## src/rtl/mm_timer_pkg.sv

```systemverilog
// Shared register map, bit positions and FSM encoding
// for the memory-mapped down-counter timer.
package mm_timer_pkg;

  localparam logic [1:0] REG_CTRL   = 2'd0;
  localparam logic [1:0] REG_LOAD   = 2'd1;
  localparam logic [1:0] REG_COUNT  = 2'd2;
  localparam logic [1:0] REG_STATUS = 2'd3;

  localparam int CTRL_EN      = 0;
  localparam int CTRL_AUTO    = 1;
  localparam int CTRL_IE      = 2;
  localparam int CTRL_PRE_LSB = 8;

  localparam int STAT_EXP = 0;
  localparam int STAT_RUN = 1;

  typedef enum logic {
    IDLE = 1'b0,
    RUN  = 1'b1
  } state_t;

endpackage

```

## src/rtl/mm_timer_prescaler.sv

```systemverilog
// Divides clk by (pre+1) while running; tick is high
// in the cycle whose edge should advance COUNT.
module mm_timer_prescaler #(
  parameter int PRE_W = 8
) (
  input  logic             clk,
  input  logic             rst,
  input  logic             run,
  input  logic             restart,
  input  logic [PRE_W-1:0] pre,
  output logic             tick
);

  logic [PRE_W-1:0] pre_cnt;

  assign tick = run && (pre_cnt == pre);

  always_ff @(posedge clk) begin
    if (rst || restart || !run || tick)
      pre_cnt <= '0;
    else
      pre_cnt <= pre_cnt + PRE_W'(1);
  end

endmodule

```

## src/rtl/mm_timer.sv

```systemverilog
// Programmable down-counter timer slave: CTRL/LOAD/
// COUNT/STATUS registers, one-shot or auto-reload.
module mm_timer
  import mm_timer_pkg::*;
#(
  parameter int CNT_W = 32,
  parameter int PRE_W = 8
) (
  input  logic        clk,
  input  logic        rst,
  input  logic [1:0]  A,
  input  logic        WE,
  input  logic [31:0] WD,
  output logic [31:0] RD,
  output logic        Done
);

  state_t           state;
  logic             en;
  logic             auto_rl;
  logic             ie;
  logic [PRE_W-1:0] pre;
  logic [CNT_W-1:0] load;
  logic [CNT_W-1:0] count;
  logic             exp;
  logic             tick;
  logic             running;
  logic             ctrl_wr;
  logic             start;
  logic             stop;
  logic             expire;
  logic             reload;
  logic             oneshot;
  logic             dec;
  logic             w1c;
  logic             unused_wd;

  assign unused_wd = ^WD;
  assign running   = (state == RUN);
  assign ctrl_wr   = WE && (A == REG_CTRL);
  assign start     = ctrl_wr && WD[CTRL_EN];
  assign stop      = ctrl_wr && !WD[CTRL_EN];
  assign w1c       = WE && (A == REG_STATUS)
                     && WD[STAT_EXP];

  // A CTRL write on the same edge overrides any tick.
  assign expire  = running && tick && !ctrl_wr
                   && (count == '0);
  assign reload  = expire && auto_rl;
  assign oneshot = expire && !auto_rl;
  assign dec     = running && tick && !ctrl_wr
                   && (count != '0);

  mm_timer_prescaler #(
    .PRE_W(PRE_W)
  ) u_prescaler (
    .clk    (clk),
    .rst    (rst),
    .run    (running),
    .restart(start),
    .pre    (pre),
    .tick   (tick)
  );

  always_ff @(posedge clk) begin
    if (rst) begin
      state   <= IDLE;
      en      <= 1'b0;
      auto_rl <= 1'b0;
      ie      <= 1'b0;
      pre     <= '0;
      load    <= '0;
      count   <= '0;
      exp     <= 1'b0;
    end else begin
      if (WE && (A == REG_LOAD))
        load <= WD[CNT_W-1:0];
      if (ctrl_wr) begin
        en      <= WD[CTRL_EN];
        auto_rl <= WD[CTRL_AUTO];
        ie      <= WD[CTRL_IE];
        pre     <= WD[CTRL_PRE_LSB +: PRE_W];
      end
      unique case (1'b1)
        start: begin
          state <= RUN;
          count <= load;
        end
        stop:    state <= IDLE;
        reload:  count <= load;
        oneshot: begin
          state <= IDLE;
          en    <= 1'b0;
        end
        dec:     count <= count - CNT_W'(1);
        default: ;
      endcase
      // Expiry beats a simultaneous W1C so no event is lost.
      if (expire)
        exp <= 1'b1;
      else if (w1c)
        exp <= 1'b0;
    end
  end

  always_comb begin
    RD = '0;
    unique case (A)
      REG_CTRL: begin
        RD[CTRL_EN]   = en;
        RD[CTRL_AUTO] = auto_rl;
        RD[CTRL_IE]   = ie;
        RD[CTRL_PRE_LSB +: PRE_W] = pre;
      end
      REG_LOAD:  RD = 32'(load);
      REG_COUNT: RD = 32'(count);
      REG_STATUS: begin
        RD[STAT_EXP] = exp;
        RD[STAT_RUN] = running;
      end
    endcase
  end

  assign Done = exp & ie;

endmodule
```

## config.mk

```make
export PLATFORM = sky130hd
export DESIGN_NAME = mm_timer
export DESIGN_NICKNAME = d
export VERILOG_FILES = /design/src/rtl/mm_timer_pkg.sv /design/src/rtl/mm_timer_prescaler.sv /design/src/rtl/mm_timer.sv
export SDC_FILE = /design/constraint.sdc
export NUM_CORES = 1
export LEC_CHECK = 0
export CORE_MARGIN = 3
export CORE_UTILIZATION = 59
export DETAILED_ROUTE_END_ITERATION = 7
export PLACE_DENSITY = 0.95
export SYNTH_ARGS = -nofsm -noshare
export SYNTH_HDL_FRONTEND = slang
export SYNTH_SLANG_ARGS = --single-unit
```

## constraint.sdc

```tcl
create_clock -name clk -period 5.95 [get_ports clk]
set_clock_uncertainty 0.1 [all_clocks]
set_input_delay 0.8925 -clock clk [delete_from_list [all_inputs] [get_ports clk]]
set_output_delay 0.8925 -clock clk [all_outputs]
set_load 0.05 [all_outputs]
```

Word-level counts from Yosys, hierarchy flattened
Cells that the tools add are included. W data, S select, Z words.

Register bits: 85. Logic and storage cells: 54. Output and inout bits: 33. Input port bits: 37.

Reduce and logical (&&, ||, !) cells: 29. Multiplexer cells: 9. Bitwise gates (word level): 1. $add $sub $neg: 2. Eq/ne operators: 4.

Operators with widths (count): $pmux W32 S2 (1); $logic_not A32 Y1 (1); $pmux W16 S2 (1); $reduce_bool A32 Y1 (1); $sub A32 B1 Y32 const B (1); $pmux W8 S3 (1); $logic_and A1 B1 Y1 (13); $pmux W5 S2 (1); $add A8 B1 Y8 const B (1); $eq A8 B8 Y1 (1); $pmux W2 S4 (1); $reduce_bool A2 Y1 (3); $reduce_or A2 Y1 (3); $eq A2 B2 Y1 const B (2); $logic_not A1 Y1 (4); $logic_or A1 B1 Y1 (3); $pmux W1 S3 (1); $eq A2 B1 Y1 const B (1); $logic_not A2 Y1 (1); $mux W1 (2); $pmux W1 S2 (1); $and A1 B1 Y1 (1).

Depth between registers and ports, before layout
Depth after elaboration: 8. Depth in mapped cells: 11. Gate-level depth less buffers: 8.

By module
From an unflattened synthesis, not the netlist that was laid out.

Cells, all modules: 578. Area, all modules: 4523.1 µm².

Modules (own cells, without submodules): mm_timer (cells an instance 533, area each 4119.0 µm², instances 1, sequential area each 1541.5 µm²); mm_timer_prescaler (cells an instance 45, area each 404.1 µm², instances 1, sequential area each 160.2 µm²).

Worst setup path after synthesis
Ideal clock, no wire load.

Path type: input port to output port. Start point: input A[1]. End point: output RD[1]. Path buffers: 2. Arrival: 2.463 ns. Cell stages on the path: 6. Setup slack: 2.495 ns. Required time: 4.958 ns. Cell sequence: inv_1 ha_1 clkbuf_1 clkbuf_1 a222oi_1 mux2i_1.

Word-level cells in the longest chain between the ends: 2. Elaborated cells on any way between the ends: 5. Those cells by class: eq/ne: 3; mux: 1; reduce/logical: 1.

Ends and longest elaborated chain: start, declared (RTL line mm_timer.sv:11) `input logic [1:0] A,`; $eq A2 B2 Y1, or another cell as far along (RTL line mm_timer.sv:108) `unique case (A)`; $pmux W2 S4 (*) (RTL line mm_timer.sv:108); end, declared (RTL line mm_timer.sv:14) `output logic [31:0] RD,`.

Every way passes the cells marked *; elsewhere a longest branch is shown, timed or not.

Final worst setup path
Start point: input A[1]. End point: output RD[24].

Word-level cells in the longest chain between the ends: 2. Elaborated cells on any way between the ends: 3. Those cells by class: eq/ne: 2; mux: 1.

Ends and longest elaborated chain (RTL line): $eq A2 B2 Y1 or $eq A2 B1 Y1 (tied branches) (mm_timer.sv:108); $pmux W16 S2 (*) (mm_timer.sv:108).

Marks and branches as above.

==> impl_metrics.json <==
{
  "status": "completed",
  "crit_path_start_kind": "input pin",
  "combPwrFrac_pct": 20.1,
  "die_h_um": 96.66,
  "yosysTopAreaCell": "dfxtp_1",
  "cp_num_buf_inv": 4,
  "path_depth": 7,
  "setup_violations": 0,
  "async_flop_share_pct": 0,
  "area_growth_pct": 18.96,
  "fin_crit_sh_pct": 76.67,
  "cp_data_required_time_ns": 4.96,
  "synth_seq_cells": 85,
  "core_sq_um": 7848,
  "min-delay-start": "load[20]",
  "insertion_delay_ns": 0.37,
  "die_w_um": 96.66,
  "final_core_util_pct": 73.52,
  "portBuffers": 69,
  "drive_gt1_share_pct": 7.046,
  "rsz0062_at_grt": "no",
  "holdPathStages": 2,
  "startpoint": "A[1]",
  "fin_crit_ns": 4.562,
  "wl_per_cell_um": 18.62,
  "io_pins": 70,
  "hold_class": "register to register",
  "cts_inserted_buffers": 9,
  "crit_slowest_cell": "clkdlybuf4s50_1",
  "drc": 0,
  "avgViaCountPerCell": 6.518,
  "cts_buffer_depth": 2,
  "worstPathCellList": "clkdlybuf4s50_1 -> inv_1 -> ha_1 -> buf_4 -> a22oi_1 -> nor2b_1 -> clkdlybuf4s50_1",
  "tightest_slew_ns": 1.249,
  "ys_types": 59,
  "fillers": 569,
  "worstSetupEndpointType": "output port",
  "synth-seq-area-share_pct": 35.09,
  "die-area_sq_um": 9343,
  "grt_overflow": 0,
  "reg2reg_slack_ns": 2.69,
  "leakage_nw": 1.951,
  "postPlaceCellArea_sq_um": 5525,
  "final_area_sq_um": 5769,
  "syn_avg_cell_area_sq_um": 7.873,
  "net-switching-power_mw": 0.4067,
  "maxCapViolCount": 0,
  "slew_viol_final": 0,
  "syn_nets": 662,
  "grt_pass1_vias": 4859,
  "relSlewSlack_pct": 16.77,
  "dr_total_vias": 5012,
  "drt-initial-drc-count": 603,
  "synth_flop_cell": "dfxtp_1",
  "switching_share_pct": 29.54,
  "clkSlewWorstSetupHoldPaths_ns": 0.08,
  "rows": 32,
  "pwr-share-seq_pct": 43.6,
  "power_frac_clock_pct": 36.3,
  "grt_first_pass_wirelength_um": 23400,
  "tns_ns": 0,
  "r2r_cells": 9,
  "cts_num_sinks": 85,
  "postCtsResizedCells": 0,
  "grt_usage_pct": 29.75,
  "yosys.area.top_type_share_pct": 35.09,
  "path_common_cell": "clkdlybuf4s50_1",
  "crit_type": "input pin to output port",
  "cp_slowest_stage_delay_ns": 0.84,
  "cts_tree": "yes",
  "synth-edff-count": 0,
  "syn_inst": 616,
  "hold_violations": 0,
  "crit_family": "buffers and inverters",
  "r2r_start": "count[0]",
  "grt_max_degree": 72,
  "worst_ir_drop_vdd_mv": 0.1695,
  "antennaDiodeCount": 0,
  "yosysWarningCount": 0,
  "syn-cell-area_sq_um": 4850,
  "cp_max_fo": 18,
  "p_per_area_nw_per_um2": 238.6,
  "rr_endpoint": "count[12]",
  "fin_nets": 708,
  "antenna_left": 0,
  "max_freq_mhz": 219.2,
  "ys_top_cells_by_area": "dfxtp_1 (35%), nand2_1 (8.0%), a21oi_1 (7.9%)",
  "start_util_pct": 61.80,
  "cts_setup_buffers": 0,
  "h-tree-depth": 3,
  "firstDrtPassIters": 6,
  "place_congestion": 0.9796,
  "cts_root_buf": "clkbuf_8",
  "worstPathArrival_ns": 3.57,
  "antenna_found_initial": 0,
  "power.internal_mw": 0.9699,
  "dp_hpwl_um": 9373,
  "wl_um": 14320,
  "hold_buffers": 0,
  "hold_end": "load[20]"
}
## worst max-delay path by stage
stage / slack [ns] / to
2_1_floorplan: 2.49 / RD[1]
3_3_place_gp: 1.48 / count[1]
3_5_place_dp: 1.26 / count[1]
4_1_cts: 1.45 / RD[24]
5_1_grt: 1.25 / RD[20]
6_report: 1.39 / RD[24]
## layer usage
metal	track usage, %	wire [um]	up-vias
li1	-	-	2306
met1	37.26	5607	2289
met2	48.25	6652	352
met3	7.066	1545	65
met4	13.93	510	0
met5	0	0	-
## stage by stage
stage	total power [mW]	setup slack, ns	hold slack, ns	instances
2_1_floorplan	0.8004	2.495	0.3373	616
4_1_cts	1.369	1.447	0.3700	769
6_report	1.377	1.388	0.3703	769
3_3_place_gp	0.8675	1.482	0.3584	753
5_1_grt	1.423	1.254	0.3874	769
3_5_place_dp	0.8772	1.265	0.3573	753
## state kept, by name, indices dropped and copies added, names as in the netlist
| signal | count |
|---|---|
| auto_rl | 1 |
| count | 32 |
| en | 1 |
| exp | 1 |
| ie | 1 |
| load | 32 |
| pre | 8 |
| running | 1 |
| u_prescaler.pre_cnt | 8 |
## placed cells by master, fill, tap and decap left out, types with 2 or more instances in the layout
master,synthesis,routed
a2111oi_2,3,3
a21oi_1,77,77
a222oi_1,11,11
a22oi_1,21,21
and2_1,3,3
and3_1,3,3
buf_4,2,7
bufinv_16,0,3
clkbuf_8,0,9
clkdlybuf4s50_1,0,68
dfxtp_1,85,85
ha_1,9,9
inv_1,29,29
inv_6,0,2
mux2i_1,21,21
nand2_1,104,104
nand2_2,2,2
nand3_1,21,21
nand4_1,6,6
nor2_1,38,38
nor2_2,2,2
nor2b_1,21,21
nor3_1,17,17
nor4_1,12,12
nor4_4,5,5
nor4b_1,2,2
o211ai_1,5,5
o21ai_0,7,7
o21ai_1,3,3
o31ai_1,2,2
o32ai_1,19,19
or2_2,2,2
or3_1,7,7
xnor2_1,10,10
xor2_1,4,4
## logic make-up (layout without fill, tap and decap cells)
| logic type | after synthesis | count (layout) | share of synthesized area [%] |
|---|---|---|---|
| compound gates | 158 | 158 | 21.80 |
| mux | 21 | 21 | 4.334 |
| xor+xnor | 14 | 14 | 2.528 |
| fa+ha+maj | 9 | 9 | 2.322 |
| simple gates | 258 | 258 | 27.68 |
| buf+inv | 71 | 122 | 6.243 |
| flops | 85 | 85 | 35.09 |
## power groups by stage
stage	registers, mW	clock network (mW)	logic (mW)
detailed placement	0.613	0	0.264
floorplan	0.607	0	0.193
CTS	0.599	0.502	0.268
global route	0.602	0.525	0.295
finish	0.600	0.500	0.277
global placement	0.612	0	0.256
## area by class of cell
cell class / instances / area, sq um / share of cell area (%)
Clock buffer: 9 / 123.9 / 2.147
Clock inverter: 7 / 120.1 / 2.082
Multi-Input combinational cell: 460 / 2845 / 49.32
Tap cell: 102 / 127.6 / 2.212
Sequential cell: 85 / 1702 / 29.49
Inverter: 30 / 112.6 / 1.952
Timing Repair Buffer: 76 / 738.2 / 12.80
## worst min-delay path, cell delays in order, from the launching register on
cell	delay [ns]
dfxtp_1	0.33
nand2_1	0.05
a21oi_1	0.05
## Yosys cell counts, types with 4 or more instances
cell      number
clkbuf_1      30
a222oi_1      11
nor2_1        38
o32ai_1       19
mux2i_1       21
inv_1         29
a22oi_1       21
or3_1          7
nor2b_1       21
o211ai_1       5
buf_2          5
ha_1           9
nand4_1        6
nor4_1        12
nor4_4         5
xor2_1         4
xnor2_1       10
o21ai_0        7
a21oi_1       77
dfxtp_1       85
nand3_1       21
nand2_1      104
nor3_1        17
Note: power is estimated with default switching activity, not from simulation.
